==> src/rtl/floating_point_delay_line.sv <==
// Latency-matching delay line for packed floating point words with a shared valid,
// pipeline enable, synchronous flush, optional zeroing of invalid data and an in-flight count.
module floating_point_delay_line #(
    parameter int EXP_WIDTH    = 8,
    parameter int FRAC_WIDTH   = 23,
    parameter int CHANNELS     = 1,
    parameter int LATENCY      = 7,
    parameter bit ZERO_INVALID = 1'b0,
    localparam int FP_WIDTH_REG = 1 + EXP_WIDTH + FRAC_WIDTH,
    localparam int CNT_WIDTH    = $clog2(LATENCY + 1)
) (
    input  logic                             clk_i,
    input  logic                             rst_i,
    input  logic                             en_i,
    input  logic                             flush_i,
    input  logic [CHANNELS*FP_WIDTH_REG-1:0] fp_i,
    input  logic                             valid_i,
    output logic [CHANNELS*FP_WIDTH_REG-1:0] fp_o,
    output logic                             valid_o,
    output logic [CNT_WIDTH-1:0]             inflight_o
);

    localparam int DATA_W = CHANNELS * FP_WIDTH_REG;

    // Flow control: a beat is accepted only on an edge with en_i=1 and no reset/flush.
    // en_i=0 freezes every stage; the producer must stall alongside, so valid_i is ignored.
    logic [DATA_W-1:0]    data_q [LATENCY];
    logic [LATENCY-1:0]   vld_q;
    logic [CNT_WIDTH-1:0] inflight_q;
    logic [DATA_W-1:0]    stage0_d;
    logic                 advance;

    assign advance  = en_i && !flush_i && !rst_i;
    assign stage0_d = (ZERO_INVALID && !valid_i) ? '0 : fp_i;

    always_ff @(posedge clk_i) begin
        if (rst_i || flush_i) begin
            vld_q      <= '0;
            inflight_q <= '0;
        end else if (en_i) begin
            vld_q[0] <= valid_i;
            for (int i = 1; i < LATENCY; i++) begin
                vld_q[i] <= vld_q[i-1];
            end
            // Entry and exit on the same edge cancel, so the count never leaves 0..LATENCY.
            inflight_q <= inflight_q + CNT_WIDTH'(valid_i) - CNT_WIDTH'(vld_q[LATENCY-1]);
        end
    end

    // Data is only cleared in zeroing mode; otherwise stale words simply sit under vld=0.
    always_ff @(posedge clk_i) begin
        if (ZERO_INVALID && (rst_i || flush_i)) begin
            for (int i = 0; i < LATENCY; i++) begin
                data_q[i] <= '0;
            end
        end else if (advance) begin
            data_q[0] <= stage0_d;
            for (int i = 1; i < LATENCY; i++) begin
                data_q[i] <= data_q[i-1];
            end
        end
    end

    assign fp_o       = data_q[LATENCY-1];
    assign valid_o    = vld_q[LATENCY-1];
    assign inflight_o = inflight_q;

endmodule

==> config.mk <==
export PLATFORM = sky130hd
export DESIGN_NAME = floating_point_delay_line
export DESIGN_NICKNAME = d
export VERILOG_FILES = /design/src/rtl/floating_point_delay_line.sv
export SDC_FILE = /design/constraint.sdc
export NUM_CORES = 1
export LEC_CHECK = 0
export ABC_AREA = 1
export ABC_CLOCK_PERIOD_IN_PS = 23000
export CORE_MARGIN = 1.5
export CORE_UTILIZATION = 55
export CTS_CLUSTER_SIZE = 24
export DETAILED_ROUTE_END_ITERATION = 16
export PLACE_DENSITY = 0.86
export SLEW_MARGIN = 20
export SYNTH_ARGS = -nofsm -noshare
export SYNTH_HDL_FRONTEND = slang
export SYNTH_SLANG_ARGS = --single-unit
==> constraint.sdc <==
create_clock -name clk_i -period 23 [get_ports clk_i]
set_clock_uncertainty 0.15 [all_clocks]
set_input_delay 3.45 -clock clk_i [delete_from_list [all_inputs] [get_ports clk_i]]
set_output_delay 3.45 -clock clk_i [all_outputs]
set_load 0.02 [all_outputs]
==> results of run 1 <==
[how the worst min path moves through the flow]
stage               depth (start not counted)  slack (ps)           from            end
floorplan                                   0         250   data_q[0][0]   data_q[1][0]
global placement                            0         250   data_q[0][6]   data_q[1][6]
detailed placement                          0         250  data_q[0][11]  data_q[1][11]
CTS                                         0         250   data_q[3][5]   data_q[4][5]
global route                                0         260   data_q[0][1]   data_q[1][1]
finish                                      0         250   data_q[3][5]   data_q[4][5]
[worst max-delay path: cells and delay by family]
kind                   cells  cell delay, ps
buffers and inverters      3            1600
AND/OR/NAND/NOR            1             240
[area by class of cell]
| class | instances | area (µm²) |
|---|---|---|
| Clock buffer | 29 | 566 |
| Clock inverter | 9 | 43.8 |
| Fill cell | 760 | 3930 |
| Inverter | 6 | 22.5 |
| Multi-Input combinational cell | 39 | 226 |
| Sequential cell | 234 | 6930 |
| Tap cell | 172 | 215 |
| Timing Repair Buffer | 73 | 741 |
[metrics by stage]
stage                     hold WS, ps  setup WS [ps]  utilization (%)  area (µm²)
final                             253          17380             69.0        8740
after global routing              260          17320             69.0        8740
after CTS                         248          17480             69.0        8740
after detailed placement          255          16970             64.2        8130
after global placement            250          17150             64.2        8130
after floorplan                   250           2930                -        7180
[synth_stat cells (all sizes together)]
cell type	number
inv	6
nand4	1
nor2	19
fa	1
o21ai	9
nor3	1
edfxtp	224
ha	2
buf	1
nand2	4
dfxtp	10
a21oi	2
[sequential cells by signal (all words and copies together) (netlist names)]
| signal | count |
|---|---|
| data_q | 224 |
| inflight_o | 3 |
| vld_q | 7 |
[per-layer routing]
metal / track usage, % / vias to the layer above
met5: 0 / -
li1: - / 1286
met4: 7.15 / 0
met1: 16.1 / 1209
met3: 2.27 / 21
met2: 17.4 / 70
[cells by family after synthesis]
logic type | count (synthesis)
flops | 234
simple gates | 25
compound gates | 11
buf+inv | 7
fa+ha+maj | 3
[power by group]
group	switching, W	internal [W]	total, W	leakage (nW)
registers	0.00000260	0.000475	0.000478	2.14
logic	0.0000111	0.00000924	0.0000203	0.404
clock network	0.000133	0.000172	0.000305	0.301
[layout by cell type (no fill, tap or decap), drive strengths merged]
cell and n:
fa 1, a21oi 2, inv 7, ha 2
dfxtp 10, clkbuf 29, nor2 19, nor3 1
nand4 1, edfxtp 224, buf 1, clkdlybuf4s50 72
nand2 4, clkinv 8, o21ai 9
==> reports/qor.txt, run 1 <==
worst min-delay path class - flop to flop
IO buf count - 72
WL/cell - 14.1 µm
PwrDens - 92.0 nW/µm²
post-synthesis adder-cell area fraction - 0.628%
max layer used - met4
ANT cells - 0
Crit path required time - 22,940 ps
htree depth - 1
Starting Density - 56.7%
DRC viols - 0
Synth Register Bits - 234
Final Critical Period - 5620 ps
area delta synth->final - 21.8%
top-area cell type share of the netlist area - 93.7%
DP Cell Count - 524
Final #Nets - 415
Avg Cell Area, Syn - 25.6 µm²
Slew headroom - 22.6%
1st-pass router iterations - 4
met2 wire len - 3880 µm
DP HPWL - 4230 µm
Final TNS setup - 0 ps
Worst Setup End Kind - flop
postcts setup bufs - 0
Detail Route met3 WL - 371 µm
Worst-path clk slew - 60 ps
Sink Count - 234
Max Clock Freq - 178 MHz
RSZ-0062 raised after global routing - no
Pwr Total - 0.000804 W
reg2reg setup slack - 20,950 ps
Cell Area, Synth - 7180 µm²
FF-to-FF path depth - 11
largest net degree at the start of global routing - 225
WS Path Type - input port to flop
actual slew at the worst max-slew pin - 1160 ps
period utilization - 24.4%
status - complete, no violations
met1 wire length - 3390 µm
fin cells - 562
Via density - 4.60
GPL Wtd Cong - 0.696
Setup crit end - data_q[6][26]
VDD IR-drop max - 0.0509 mV
mux share of post-synthesis cell area - 0%
CP arrival - 5560 ps
# Max-Cap Violations - 0
Critical path origin - en_i
critical path's slowest cell - clkdlybuf4s50_1
post-synthesis xor/xnor area fraction - 0%
Critical Path Fanout Max - 224
Die W - 117 µm
total track usage - 11.6%
CTS buffer count - 21
leading post-synthesis cells by cell area - edfxtp_1, dfxtp_1, nor2_1
Clock Tree Root - clkbuf_16
Leak - 2.84 nW
antenna-violating nets left - 0
layout cells sized above 1 - 8.46%
die height - 117 µm
worst r2r src - inflight_o[0]
largest family of logic cells by synthesized area - simple AND/OR/NAND/NOR gates
total congestion overflow - 0
initial antenna violation count - 0
Setup crit start kind - input port
io pins - 73
Final Hold Violating Endpoints - 0
syn nets - 320
post_cts resized - 0
Synth Area in Compound Gates - 0.872%
vias in the first global route - 2,393
Yosys Warn Count - 0
count of different cell masters after synthesis - 15
Critical R2R Capture - inflight_o[2]
total core area - 12,700 µm²
vias - 2,586
Post-Route WL - 7930 µm
first-pass GRT wire length - 11,800 µm
CP max stage delay - 730 ps
Rows - 41
post-synthesis sequential area ratio - 96.5%
max-slew violation count - 0
CTS Buffer Depth - 3
DRT iter0 DRCs - 203
Critical Path, Cell by Cell - clkdlybuf4s50_1 -> inv_2 -> nor3_2 -> buf_12
simple-gate portion of the synthesized area - 1.59%
hold-fix buffer count after cts - 0
Die Footprint - 13,700 µm²
CTS tree - yes
Final setup viols - 0
Clock Latency Late Sink - 490 ps
post-synth top area cell - edfxtp_1
cell count after synthesis - 280
No activity file was read; power rests on OpenSTA's default activity.
==> run 2, diff against run 1 <==
Settings changed: ABC_CLOCK_PERIOD_IN_PS 23000 to 5800.
Clock period 23 ns to 5.8 ns, I/O delays scaled along.
==> reports/qor.txt, run 2 (synthesized netlist as in run 1, its figures left out) <==
htree depth - 1 (unchanged)
FF-to-FF path depth - 11 (unchanged)
Clock Latency Late Sink - 470 ps (-20 ps)
layout cells sized above 1 - 8.46% (unchanged)
IO buf count - 72 (unchanged)
DRT iter0 DRCs - 166 (-18%)
commonest cells after routing, fill and taps aside - edfxtp_1, clkdlybuf4s50_1, clkbuf_16
reg2reg setup slack - 3820 ps (-17,130 ps)
hold_sp - data_q[2][31]
CTS buffer count - 21 (unchanged)
Leak - 2.87 nW (+0.88%)
Final Critical Period - 2880 ps
DP Cell Count - 525 (+0.19%)
Critical Path Fanout Max - 168 (-25%)
WS Path Type - input port to flop
Final #Nets - 416 (+0.24%)
Worst Setup End Kind - flop
Via density - 4.77 (+3.8%)
Setup crit end - data_q[4][4]
WL/cell - 15.0 µm (+6.3%)
period utilization - 49.7%
Die Footprint - 13,700 µm² (unchanged)
area delta synth->final - 22.6%
vias - 2,683 (+3.8%)
Crit path required time - 5730 ps (-17,210 ps)
PwrDens - 370 nW/µm² (+300%)
# Max-Cap Violations - 0 (unchanged)
RSZ-0062 raised after global routing - no
total core area - 12,700 µm² (unchanged)
post_cts resized - 0 (unchanged)
Clock Tree Root - clkbuf_16
antenna-violating nets left - 0 (unchanged)
worst min-delay path class - flop to flop
vias in the first global route - 2,584 (+8.0%)
worst r2r src - inflight_o[0]
FF/Latch Area - 6930 µm² (unchanged)
ANT cells - 0 (unchanged)
Final TNS setup - 0 ps (unchanged)
Most flops, register - data_q
total track usage - 12.4% (+0.81 points)
VDD IR-drop max - 0.191 mV (+280%)
Sink Count - 234 (unchanged)
first-pass GRT wire length - 12,800 µm (+8.3%)
total congestion overflow - 0 (unchanged)
fillers - 773 (+1.7%)
actual slew at the worst max-slew pin - 866 ps (-295 ps)
Setup crit start kind - input port
Rows - 41 (unchanged)
Multi-input gate area - 233 µm² (+2.8%)
postcts setup bufs - 0 (unchanged)
Starting Density - 56.7% (unchanged)
Post-Route WL - 8430 µm (+6.3%)
initial antenna violation count - 0 (unchanged)
Critical path origin - en_i
Critical R2R Capture - inflight_o[2]
hold-fix buffer count after cts - 0 (unchanged)
die height - 117 µm (unchanged)
max-slew violation count - 0 (unchanged)
most common cell after layout, fill and taps aside - edfxtp_1
1st-pass router iterations - 5 (+1)
Final Hold Violating Endpoints - 0 (unchanged)
Die W - 117 µm (unchanged)
Final setup viols - 0 (unchanged)
Worst-path clk slew - 60 ps (about the same)
CP arrival - 2810 ps (-2750 ps)
largest net degree at the start of global routing - 169 (-25%)
Slew headroom - 42.3% (+20 points)
GPL Wtd Cong - 0.689 (-1.0%)
max reg flops - 224 (unchanged)
CTS Buffer Depth - 3 (unchanged)
DRC viols - 0 (unchanged)
hold depth - 0 (unchanged)
io pins - 73 (unchanged)
DP HPWL - 4400 µm (+3.9%)
fin cells - 562 (unchanged)
CTS tree - yes
status - complete, no violations
Max Clock Freq - 347 MHz
run 2: power breakdown:
part	internal [W]	switching (W)	total (W)
sequential	0.00188	0.0000106	0.00189
clock	0.000749	0.000529	0.00128
combinational	0.0000375	0.0000452	0.0000827
total	0.00267	0.000585	0.00326
run 2: worst min path at each step:
stage	to	slack (ps)
final	data_q[3][31]	260
after CTS	data_q[3][31]	260
after global routing	data_q[6][3]	270
after floorplan	data_q[1][0]	250
after global placement	data_q[4][25]	250
after detailed placement	data_q[1][0]	250
run 2: critical path: stages:
cell,delay [ps]
clkdlybuf4s50_1,870
inv_12,70
nor3_4,240
buf_12,570
run 2: through the flow:
stage | utilization, % | cell area [µm²] | hold slack (ps) | worst slack (ps) | power [W]
6_report | 69.4 | 8800 | 262 | 2920 | 0.00326
5_1_grt | 69.4 | 8800 | 269 | 2830 | 0.00336
4_1_cts | 69.4 | 8800 | 264 | 3000 | 0.00329
3_5_place_dp | 64.4 | 8160 | 255 | 2520 | 0.00201
3_3_place_gp | 64.4 | 8160 | 250 | 2630 | 0.00201
2_1_floorplan | - | 7200 | 250 | -1010 | 0.00197
run 2: per-layer routing:
| layer | global-route usage, % | part of all wire (%) |
|---|---|---|
| met3 | 2.21 | 5.0 |
| met1 | 17.8 | 45 |
| met4 | 5.06 | 2.0 |
| met2 | 19.4 | 48 |
| met5 | 0 | 0 |
run 2: layout make-up:
cell class | instances | share of cell area, %
Clock buffer | 24 | 6.10
Tap cell | 172 | 2.45
Multi-Input combinational cell | 39 | 2.64
Inverter | 6 | 0.398
Clock inverter | 13 | 1.19
Sequential cell | 234 | 78.7
Timing Repair Buffer | 74 | 8.50
